$ cat config.mk
export PLATFORM = sky130hd
export DESIGN_NAME = life_array_ctrl_16x16_flat
export DESIGN_NICKNAME = d
export VERILOG_FILES = /design/src/rtl/life_ctrl_pkg.sv /design/src/rtl/life_array_ctrl_16x16_if.sv /design/src/rtl/life_tick_div.sv /design/src/rtl/life_array_ctrl_16x16.sv /design/src/flat_wrapper.sv
export SDC_FILE = /design/constraint.sdc
export NUM_CORES = 1
export LEC_CHECK = 0
export BUFFER_PORTS_ARGS = -buffer_cell sky130_fd_sc_hd__buf_4
export CELL_PAD_IN_SITES_DETAIL_PLACEMENT = 0
export CELL_PAD_IN_SITES_GLOBAL_PLACEMENT = 2
export CORE_ASPECT_RATIO = 0.8
export CORE_UTILIZATION = 33
export CTS_CLUSTER_SIZE = 8
export DETAILED_ROUTE_END_ITERATION = 8
export PLACE_DENSITY_LB_ADDON = 0.1
export RECOVER_POWER = 25
export SETUP_SLACK_MARGIN = 0.05
export SLEW_MARGIN = 5
export SYNTH_ARGS = -nofsm -noshare
export SYNTH_HDL_FRONTEND = slang
export SYNTH_SLANG_ARGS = --single-unit
$ cat constraint.sdc
create_clock -name clk -period 5.5 [get_ports clk]
set_input_delay 0 -clock clk [delete_from_list [all_inputs] [get_ports clk]]
set_output_delay 0 -clock clk [all_outputs]
set_load 0.05 [all_outputs]
$ cat src/rtl/life_ctrl_pkg.sv
// Shared constants, types and helpers for the 16x16 life array sequencer.
package life_ctrl_pkg;
  localparam int unsigned ROWS   = 16;
  localparam int unsigned COLS   = 16;
  localparam int unsigned SEL_W  = $clog2(ROWS);
  localparam int unsigned TICK_W = 24;
  localparam int unsigned GEN_W  = 16;

  typedef logic [SEL_W-1:0]  row_idx_t;
  typedef logic [COLS-1:0]   row_t;
  typedef logic [TICK_W-1:0] tick_t;
  typedef logic [GEN_W-1:0]  gen_t;

  localparam row_idx_t LAST_ROW = row_idx_t'(ROWS - 1);

  typedef enum logic [2:0] {
    IDLE,
    LOAD,
    RUN,
    STEP,
    READ
  } state_t;

  // Reload value for the inter-generation delay; a divide of 0 behaves as 1.
  function automatic tick_t tick_reload(input tick_t div);
    return (div == '0) ? '0 : div - tick_t'(1);
  endfunction
endpackage

$ cat src/rtl/life_array_ctrl_16x16_if.sv
// Load stream, read-back stream and life array connections of the sequencer.
interface life_array_ctrl_16x16_if;
  import life_ctrl_pkg::*;

  row_t     row_data;
  logic     row_valid;
  logic     row_ready;
  row_t     out_data;
  row_idx_t out_row;
  logic     out_valid;
  logic     out_ready;
  row_t     vali;
  row_idx_t vali_selector;
  logic     write_enb;
  logic     step;
  row_idx_t valo_selector;
  row_t     valo;
  row_t     valo_prev;

  modport master (
    input  row_data, row_valid, out_ready, valo, valo_prev,
    output row_ready, out_data, out_row, out_valid,
           vali, vali_selector, write_enb, step, valo_selector
  );

  modport slave (
    output row_data, row_valid, out_ready, valo, valo_prev,
    input  row_ready, out_data, out_row, out_valid,
           vali, vali_selector, write_enb, step, valo_selector
  );
endinterface

$ cat src/rtl/life_tick_div.sv
// Loadable down-counter; tc pulses one cycle after the count reaches zero.
module life_tick_div
  import life_ctrl_pkg::*;
(
  input  logic  clk,
  input  logic  reset,
  input  logic  load,
  input  tick_t load_val,
  output logic  tc
);
  tick_t cnt;
  logic  armed;

  always_ff @(posedge clk) begin
    if (reset) begin
      cnt   <= '0;
      armed <= 1'b0;
      tc    <= 1'b0;
    end else begin
      tc <= 1'b0;
      if (load) begin
        cnt   <= load_val;
        armed <= 1'b1;
      end else if (armed) begin
        if (cnt == '0) begin
          tc    <= 1'b1;
          armed <= 1'b0;
        end else begin
          cnt <= cnt - tick_t'(1);
        end
      end
    end
  end
endmodule

$ cat src/rtl/life_array_ctrl_16x16.sv
// Sequencer for the 16x16 life array: pattern load, timed stepping, row read-back
// and still-life detection.
module life_array_ctrl_16x16
  import life_ctrl_pkg::*;
(
  input  logic                    clk,
  input  logic                    reset,
  input  logic                    start,
  input  logic                    load_en,
  input  gen_t                    num_gens,
  input  tick_t                   tick_div,
  input  logic                    stop,
  life_array_ctrl_16x16_if.master bus,
  output logic                    busy,
  output logic                    stable,
  output gen_t                    gen_count
);
  state_t   state;
  row_idx_t ld_idx;
  row_idx_t rd_idx;
  gen_t     num_gens_q;
  tick_t    tick_div_q;
  logic     stop_q;
  logic     changed;
  logic     tick_load;
  logic     tick_tc;

  life_tick_div u_tick (
    .clk      (clk),
    .reset    (reset),
    .load     (tick_load),
    .load_val (tick_reload(tick_div_q)),
    .tc       (tick_tc)
  );

  always_ff @(posedge clk) begin
    if (reset) begin
      state             <= IDLE;
      ld_idx            <= '0;
      rd_idx            <= '0;
      num_gens_q        <= '0;
      tick_div_q        <= '0;
      stop_q            <= 1'b0;
      changed           <= 1'b0;
      tick_load         <= 1'b0;
      bus.row_ready     <= 1'b0;
      bus.out_data      <= '0;
      bus.out_row       <= '0;
      bus.out_valid     <= 1'b0;
      bus.vali          <= '0;
      bus.vali_selector <= '0;
      bus.write_enb     <= 1'b0;
      bus.step          <= 1'b0;
      bus.valo_selector <= '0;
      busy              <= 1'b0;
      stable            <= 1'b0;
      gen_count         <= '0;
    end else begin
      bus.write_enb <= 1'b0;
      bus.step      <= 1'b0;
      tick_load     <= 1'b0;

      // stop is remembered only while generations are in flight
      if (stop && (state == RUN || state == STEP || state == READ)) stop_q <= 1'b1;

      case (state)
        IDLE: begin
          if (start) begin
            gen_count  <= '0;
            stable     <= 1'b0;
            stop_q     <= 1'b0;
            changed    <= 1'b0;
            num_gens_q <= num_gens;
            tick_div_q <= tick_div;
            busy       <= 1'b1;
            if (load_en) begin
              state         <= LOAD;
              ld_idx        <= '0;
              bus.row_ready <= 1'b1;
            end else begin
              state     <= RUN;
              tick_load <= 1'b1;
            end
          end
        end

        LOAD: begin
          if (bus.row_valid && bus.row_ready) begin
            bus.vali          <= bus.row_data;
            bus.vali_selector <= ld_idx;
            bus.write_enb     <= 1'b1;
            ld_idx            <= ld_idx + row_idx_t'(1);
            if (ld_idx == LAST_ROW) begin
              state         <= RUN;
              bus.row_ready <= 1'b0;
              tick_load     <= 1'b1;
            end
          end
        end

        RUN: begin
          if (tick_tc) begin
            state    <= STEP;
            bus.step <= 1'b1;
          end
        end

        STEP: begin
          if (gen_count != '1) gen_count <= gen_count + gen_t'(1);
          rd_idx            <= '0;
          bus.valo_selector <= '0;
          state             <= READ;
        end

        READ: begin
          // Capture while out_valid is low: gives the selector a settle cycle
          // and a bubble between rows.
          if (!bus.out_valid) begin
            bus.out_valid <= 1'b1;
            bus.out_data  <= bus.valo;
            bus.out_row   <= rd_idx;
            changed       <= changed | (|(bus.valo ^ bus.valo_prev));
          end else if (bus.out_ready) begin
            bus.out_valid <= 1'b0;
            if (rd_idx == LAST_ROW) begin
              if (!changed) begin
                stable <= 1'b1;
                state  <= IDLE;
                busy   <= 1'b0;
              end else if (stop_q || stop ||
                           (num_gens_q != '0 && gen_count == num_gens_q)) begin
                state <= IDLE;
                busy  <= 1'b0;
              end else begin
                state     <= RUN;
                changed   <= 1'b0;
                tick_load <= 1'b1;
              end
            end else begin
              rd_idx            <= rd_idx + row_idx_t'(1);
              bus.valo_selector <= rd_idx + row_idx_t'(1);
            end
          end
        end

        default: state <= IDLE;
      endcase
    end
  end
endmodule

$ cat src/flat_wrapper.sv
// flat-port wrapper written by rule: the top's interface ports become plain ports
module life_array_ctrl_16x16_flat import life_ctrl_pkg::*;
  (clk, reset, start, load_en, num_gens, tick_div, stop, busy, stable, gen_count, bus_row_data, bus_row_valid, bus_out_ready, bus_valo, bus_valo_prev, bus_row_ready, bus_out_data, bus_out_row, bus_out_valid, bus_vali, bus_vali_selector, bus_write_enb, bus_step, bus_valo_selector);
  life_array_ctrl_16x16_if bus_i ();
  input  logic clk;
  input  logic reset;
  input  logic start;
  input  logic load_en;
  input  gen_t num_gens;
  input  tick_t tick_div;
  input  logic stop;
  output logic busy;
  output logic stable;
  output gen_t gen_count;
  input wire logic [$bits(bus_i.row_data)-1:0] bus_row_data;
  input wire logic [$bits(bus_i.row_valid)-1:0] bus_row_valid;
  input wire logic [$bits(bus_i.out_ready)-1:0] bus_out_ready;
  input wire logic [$bits(bus_i.valo)-1:0] bus_valo;
  input wire logic [$bits(bus_i.valo_prev)-1:0] bus_valo_prev;
  output wire logic [$bits(bus_i.row_ready)-1:0] bus_row_ready;
  output wire logic [$bits(bus_i.out_data)-1:0] bus_out_data;
  output wire logic [$bits(bus_i.out_row)-1:0] bus_out_row;
  output wire logic [$bits(bus_i.out_valid)-1:0] bus_out_valid;
  output wire logic [$bits(bus_i.vali)-1:0] bus_vali;
  output wire logic [$bits(bus_i.vali_selector)-1:0] bus_vali_selector;
  output wire logic [$bits(bus_i.write_enb)-1:0] bus_write_enb;
  output wire logic [$bits(bus_i.step)-1:0] bus_step;
  output wire logic [$bits(bus_i.valo_selector)-1:0] bus_valo_selector;
  assign bus_i.row_data = bus_row_data;
  assign bus_i.row_valid = bus_row_valid;
  assign bus_i.out_ready = bus_out_ready;
  assign bus_i.valo = bus_valo;
  assign bus_i.valo_prev = bus_valo_prev;
  assign bus_row_ready = bus_i.row_ready;
  assign bus_out_data = bus_i.out_data;
  assign bus_out_row = bus_i.out_row;
  assign bus_out_valid = bus_i.out_valid;
  assign bus_vali = bus_i.vali;
  assign bus_vali_selector = bus_i.vali_selector;
  assign bus_write_enb = bus_i.write_enb;
  assign bus_step = bus_i.step;
  assign bus_valo_selector = bus_i.valo_selector;
  life_array_ctrl_16x16 u_core (.clk(clk), .reset(reset), .start(start), .load_en(load_en), .num_gens(num_gens), .tick_div(tick_div), .stop(stop), .bus(bus_i), .busy(busy), .stable(stable), .gen_count(gen_count));
endmodule
==> out/metrics.csv, run 1 <==
stage;metric;value;unit
timing;max_slew_margin;37.8;%
setup_path;crit_top_cell;nand2_1;
timing;rsz0062_at_grt;no;
finish;fin_util;48.1;%
yosys;ys_ff_latch;142;
global_route;antenna_found_initial;0;
global_route;overflow;0;
floorplan;rows;46;
yosys;synth_enable_flop_cells;0;
setup_path;crit_type;reg -> reg;
setup_path;cp-start-kind;flip-flop;
timing;setup_viol;0;
yosys;seq_area_frac_synth;41.6;%
job;cap_violations;0;
yosys;yosys-top-cells-count;192 x nand2_1, 142 x dfxtp_1, 109 x a21oi_1, 46 x nor2_1, 44 x clkbuf_1;
setup_path;worstReg2RegEnd;u_core.bus.out_data[0];
min_path;hold_class;in -> reg;
yosys;synth_top_flop_cell;dfxtp_1;
pwr;power.density;292;nW/um^2
global_route;grt_pass1_wl;34900;microns
global_route;grt_max_degree;81;
pwr;p_leak;3.72;nW
yosys;synth_cells;860;
drt;post_drt_wl_per_cell;16.3;microns
setup_path;crit_chain;nor3b_1 -> nand2_1 -> nand2_1 -> a21oi_1 -> dlygate4sd3_1;
place;port_buffers;160;
yosys;yosys.area.top_type;dfxtp_1;
min_path;hold_end;u_core.changed;
setup_path;crit_family;simple AND/OR/NAND/NOR gates;
global_route;grt_pass1_vias;6414;
run_status;status;finished, final reports clean;
clock_tree;ctsHoldBuffers;96;
setup_path;reg2reg_from;u_core.state[2];
clock_tree;cts.path.max_buffers;2;
min_path;worst_hold_startpoint;bus_valo_prev[6];
yosys;syn_area_per_cell;7.95;sq um
floorplan;pin_count;161;
clock_tree;cts.sinks;142;
drt;drc;0;
timing;max_freq;0.336;GHz
yosys;async_flop_share;0;%
yosys;syn-cell-area;6840;sq um
place;dp_slack;2.91;ns
clock_tree;clock_insertion_delay_worst_skew;0.43;ns
finish;diodes;0;
timing;whs;0.0225;ns
place;place.gp.congestion;0.819;
finish;area_growth_syn_to_layout;41.4;%
timing;timing.final.ws_setup;2.53;ns
timing;maxSlewViolCount;0;
yosys;synth.top_cells.by_area;dfxtp_1 42%, nand2_1 11%, a21oi_1 8.0%;
pwr;peakVddDrop;0.157;mV
yosys;syn-num-nets;960;
drt;dr.pass1.iters;4;
floorplan;fp.dieArea;21300;sq um
drt;wirelength;22400;microns
yosys;synth.yosys.warnings;0;
setup_path;critPathMaxStageDelay;0.68;ns
floorplan;core-area;20100;sq um
finish;layout-drive-gt1-share;14.6;%
yosys;yosys.cell_types.count;65;
clock_tree;cts_tree;done;
clock_tree;cts.htree.levels;4;
floorplan;fp.dieH;131;microns
yosys;synth.most_common_cell;nand2_1;
pwr;power.total;2.82;mW
setup_path;rr_worst_depth;5;
floorplan;dieWidth;163;microns
timing;post-route-min-period;2.97;ns
setup_path;cp_data_arrival_time;3.28;ns
floorplan;start_util;34.0;%
finish;final_nets;1196;
clock_tree;post_cts_resized;0;
timing;finalCritPeriodShare;54.0;%
setup_path;slowest_stage;dfxtp_1;
setup_path;r2r_slack;2.53;ns
setup_path;cp_max_fo;20;
clock_tree;clkTransAtPathRegs;0.06;ns
global_route;grt_usage;21.2;%
yosys;synthDominantCellAreaShare;41.6;%
setup_path;critPathCaptureType;flip-flop;
drt;vias;6980;
place;dp_hpwl;15400;microns
drt;drt-initial-drc-count;460;
drt;ant_nets;0;
clock_tree;postCtsSetupBuffers;0;
setup_path;required;5.81;ns
min_path;whs_path_depth;5;
clock_tree;cts-root-buf;clkbuf_16;
setup_path;path_buf_inv;1;
timing;clock_skew;0.0106;ns
timing;setup_tns;0;ns
timing;finalHoldViolations;0;
timing;tightest_slew;0.926;ns
clock_tree;cts_buffers;17;
drt;via_per_inst;5.08;
worst max path at each step:
stage,cells past startpoint,slack [ns],endpoint,startpoint
after global placement,7,2.94,u_core.u_tick.cnt[23],u_core.tick_div_q[0]
after floorplan,8,3.24,u_core.u_tick.cnt[23],u_core.tick_div_q[0]
after global routing,5,2.30,u_core.bus.out_data[0],u_core.state[2]
after detailed placement,6,2.91,u_core.gen_count[15],u_core.state[2]
final,5,2.53,u_core.bus.out_data[0],u_core.state[2]
after CTS,5,2.53,u_core.bus.out_data[0],u_core.state[2]
per-stage QoR:
stage / instances / cell area [sq um]
final: 1373 / 9670
after global routing: 1373 / 9670
after CTS: 1373 / 9860
after detailed placement: 1245 / 8250
after global placement: 1245 / 8250
after floorplan: 860 / 6840
worst register-to-register path, delay by kind of cell (launching register included):
kind	cells	cell delay, ns
buffers and inverters	1	0.57
and+or+nand+nor	3	1.54
AOI/OAI and AO/OA	1	0.08
DFF	1	0.68
cell type report:
class | instances | area (sq um)
clock buffers | 18 | 439
clock inverters | 14 | 215
fillers | 2076 | 10400
inverters | 12 | 45.0
multi-input cells | 660 | 3770
flip-flops and latches | 142 | 2840
well taps | 264 | 330
repair buffers | 263 | 2020
power by group:
| group | internal (mW) | total [mW] | switching, mW |
|---|---|---|---|
| clock network | 0.817 | 1.28 | 0.466 |
| logic | 0.190 | 0.431 | 0.240 |
| registers | 1.06 | 1.11 | 0.0447 |
placed cells by master, fill, tap and decap left out, drive strengths merged, types with 3 or more instances in the layout:
cell,netlist,final
nand2,192,192
dfxtp,142,142
buf,2,115
a21oi,109,109
dlygate4sd3,0,96
clkbuf,44,70
nor2,46,46
xnor2,39,39
xor2,38,38
nor3,28,28
nor4,27,27
nand3,25,25
o21ai,15,15
o22ai,13,13
or3,12,12
nand4,11,11
inv,10,11
or4,10,10
a211oi,9,9
clkinv,2,8
nand3b,6,6
a31oi,6,6
nor4b,6,6
ha,5,5
bufinv,0,5
and4,4,4
o211ai,4,4
or2,3,3
o221a,3,3
a2111oi,3,3
o31ai,3,3
mux2i,3,3
o21a,3,3
and3,3,3
nor3b,3,3
o2111ai,3,3
cells by family (layout without fill, tap and decap cells):
| group | after synthesis | after routing | synth area share (%) |
|---|---|---|---|
| muxes | 4 | 4 | 0.604 |
| adders and majority gates | 5 | 5 | 0.915 |
| buffers and inverters | 58 | 307 | 3.35 |
| DFF | 142 | 142 | 41.6 |
| and+or+nand+nor | 386 | 386 | 27.2 |
| AOI/OAI and AO/OA | 188 | 188 | 16.5 |
| xor gates and xnor gates | 77 | 77 | 9.86 |
metal layers:
metal,up-vias,part of all wire [%],global-route usage (%),wire length [microns]
met1,3234,53,32.1,11900
met3,20,6.1,4.29,1370
li1,3523,-,-,-
met2,203,40,29.5,8890
met5,-,0,0,0
met4,0,1.1,6.38,244
registers in the layout, summed over array words and instances, names as in the netlist, 3 cells and up:
name	count
u_core.tick_div_q	24
u_core.u_tick.cnt	24
u_core.bus.out_data	16
u_core.bus.vali	16
u_core.gen_count	16
u_core.num_gens_q	16
u_core.bus.out_row	4
u_core.bus.vali_selector	4
u_core.bus.valo_selector	4
u_core.ld_idx	4
u_core.state	3
No activity file was read; power rests on OpenSTA's default activity.
==> inputs of run 2 (changes only) <==
CORE_UTILIZATION = 28   (was 33)
clock period = 2.5 ns   (was 5.5 ns; I/O delays follow)
==> run 2 against run 1 <==
Compared with the run above:
- sequential power rose by 120%
- clock power increased by 110%
- count of clock-buffer cells in the layout increased by 3
- worst setup slack got worse by 2.4 ns
- cell count rose by 6.5%
- non-clock buffer count is 41 higher
- first-iteration DRC count is 15% lower
- final area rose by 3.6%
- critical path type unchanged
- largest cell class unchanged
- highest routed layer unchanged
==> out/metrics.csv, run 2 (synthesis gave the netlist of run 1 again) <==
stage;metric;value;unit;change
timing;clock_skew;0.0112;ns;was 0.0106 ns
setup_path;crit_chain;inv_1 -> ha_4 -> or4b_4 -> or4_4 -> o41ai_1 -> and3_1 -> a211oi_1;;was nor3b_1 -> nand2_1 -> nand2_1 -> a21oi_1 -> dlygate4sd3_1
finish;final_cell_mix;192 x nand2_1, 162 x buf_4, 141 x dfxtp_1;;was 192 x nand2_1, 142 x dfxtp_1, 115 x buf_4
finish;fill_cells;2487;;was 2076
timing;maxSlewViolCount;0;;unchanged
pwr;p_sw;1.71;mW;was 0.751 mW
clock_tree;cts.path.max_buffers;2;;unchanged
global_route;grt_max_degree;55;;was 81
timing;timing.final.ws_setup;0.124;ns;was 2.53 ns
floorplan;dieWidth;177;microns;was 163 microns
timing;finalCritPeriodShare;95.0;%;was 54.0%
pwr;p_leak;3.89;nW;was 3.72 nW
place;place.gp.congestion;0.784;;was 0.819
drt;wirelength;23300;microns;was 22400 microns
finish;final_common_cell;nand2_1;;unchanged
setup_path;path_buf_inv;1;;unchanged
drt;drt-initial-drc-count;391;;was 460
place;dp_hpwl;16800;microns;was 15400 microns
pwr;swShare;27.8;%;was 26.6%
min_path;whs_path_depth;5;;unchanged
min_path;hold_class;in -> reg;;unchanged
timing;setup_tns;0;ns;unchanged
min_path;hold_end;u_core.changed;;unchanged
timing;max_slew_margin;55.9;%;was 37.8%
timing;post-route-min-period;2.38;ns;was 2.97 ns
floorplan;start_util;28.9;%;was 34.0%
finish;top_regs;u_core.tick_div_q (24), u_core.u_tick.cnt (24);;unchanged
finish;diodes;0;;unchanged
setup_path;cp-start-kind;flip-flop;;unchanged
place;dp_slack;0.128;ns;was 2.91 ns
setup_path;worstReg2RegEnd;u_core.u_tick.cnt[22];;was u_core.bus.out_data[0]
floorplan;fp.dieArea;25000;sq um;was 21300 sq um
timing;setup_viol;0;;unchanged
setup_path;cp_data_arrival_time;2.67;ns;was 3.28 ns
setup_path;required;2.79;ns;was 5.81 ns
pwr;comb_power_share;17.3;%;was 15.3%
pwr;internal-power;4.44;mW;was 2.07 mW
global_route;antenna_found_initial;0;;unchanged
setup_path;critPathCaptureType;flip-flop;;unchanged
drt;via_per_inst;4.77;;was 5.08
min_path;worst_hold_startpoint;bus_valo_prev[6];;unchanged
floorplan;core-area;23600;sq um;was 20100 sq um
clock_tree;cts_tree;done;;unchanged
pwr;clkPwrFrac;43.5;%;was 45.5%
global_route;grt_usage;18.5;%;was 21.2%
timing;rsz0062_at_grt;no;;unchanged
drt;ant_nets;0;;unchanged
timing;finalHoldViolations;0;;unchanged
finish;area_growth_syn_to_layout;46.5;%;was 41.4%
clock_tree;cts.sinks;142;;unchanged
setup_path;crit_family;simple AND/OR/NAND/NOR gates;;unchanged
timing;tightest_slew;0.664;ns;was 0.926 ns
place;port_buffers;160;;unchanged
setup_path;critPathMaxStageDelay;0.63;ns;was 0.68 ns
drt;drc;0;;unchanged
setup_path;cp_max_fo;8;;was 20
finish;layout-drive-gt1-share;18.5;%;was 14.6%
clock_tree;clock_insertion_delay_worst_skew;0.43;ns;about the same
pwr;power.total;6.15;mW;was 2.82 mW
global_route;overflow;0;;unchanged
drt;vias;6968;;was 6980
setup_path;r2r_slack;0.12;ns;was 2.53 ns
clock_tree;clkTransAtPathRegs;0.07;ns;was 0.06 ns
clock_tree;cts-root-buf;clkbuf_16;;unchanged
run_status;status;finished, final reports clean;;unchanged
setup_path;slowest_stage;or4_4;;was dfxtp_1
clock_tree;cts_buffers;17;;unchanged
drt;dr.pass1.iters;4;;unchanged
job;cap_violations;0;;unchanged
timing;max_freq;0.421;GHz;was 0.336 GHz
setup_path;reg2reg_from;u_core.tick_div_q[1];;was u_core.state[2]
drt;post_drt_wl_per_cell;15.9;microns;was 16.3 microns
global_route;grt_pass1_wl;36100;microns;was 34900 microns
floorplan;fp.dieH;142;microns;was 131 microns
global_route;grt_pass1_vias;6581;;was 6414
floorplan;pin_count;161;;unchanged
pwr;pwr-share-seq;39.2;%;about the same
floorplan;rows;50;;was 46
pwr;power.density;614;nW/um^2;was 292 nW/um^2
setup_path;crit_type;reg -> reg;;unchanged
pwr;peakVddDrop;0.493;mV;was 0.157 mV
setup_path;rr_worst_depth;7;;was 5
finish;final_nets;1237;;was 1196
clock_tree;cts.htree.levels;4;;unchanged
## run 2: worst max-delay path by stage
stage,from,to,slack [ns],depth (start not counted)
after floorplan,u_core.tick_div_q[0],u_core.u_tick.cnt[23],0.24,8
after global placement,u_core.tick_div_q[1],u_core.u_tick.cnt[20],0.16,7
after detailed placement,u_core.tick_div_q[1],u_core.u_tick.cnt[6],0.13,7
after CTS,u_core.tick_div_q[1],u_core.u_tick.cnt[20],0.10,7
after global routing,u_core.tick_div_q[1],u_core.u_tick.cnt[11],0.06,7
final,u_core.tick_div_q[1],u_core.u_tick.cnt[22],0.12,7
## run 2: routing by layer
metal  share of wire (%)  track usage (%)
met1                  54             28.7
met2                  40             25.3
met3                 4.6             3.86
met4                0.77             4.49
met5                   0                0
## run 2: timing repair
item | in CTS | in global routing
resized for setup | 0 | 7
setup endpoints to repair | 0 | 14
endpoints found under the hold margin | 86 | 0
hold buffers | 88 | 0
buffers inserted | 0 | 3
## run 2: cell type report
| type | count | area [sq um] | area share [%] |
|---|---|---|---|
| Tap cell | 312 | 390 | 3.90 |
| Sequential cell | 142 | 2840 | 28.4 |
| Clock buffer | 21 | 450 | 4.50 |
| Timing Repair Buffer | 304 | 2330 | 23.3 |
| Inverter | 12 | 45.0 | 0.450 |
| Clock inverter | 11 | 158 | 1.57 |
| Multi-Input combinational cell | 660 | 3800 | 37.9 |
## run 2: power by group through the flow
stage | Sequential [mW] | Clock, mW | Combinational [mW]
finish | 2.41 | 2.67 | 1.06
global route | 2.42 | 2.83 | 1.17
CTS | 2.41 | 2.74 | 1.07
detailed placement | 2.46 | 0 | 0.961
global placement | 2.46 | 0 | 0.973
floorplan | 2.48 | 0 | 0.515
## run 2: tightest hold or removal path, stage by stage
cell,delay (ns)
buf_4,0.08
xnor2_1,0.05
nand4_1,0.07
o41ai_1,0.11
a21oi_1,0.12
## run 2: through the flow
stage	area (sq um)	utilization [%]	hold slack (ns)	instances
after global placement	8660	36.6	0.249	1339
after CTS	10200	42.9	0.0269	1459
after detailed placement	8660	36.6	0.255	1339
final	10000	42.3	0.0600	1462
after global routing	10000	42.3	0.0748	1462
after floorplan	6840	-	0.136	860
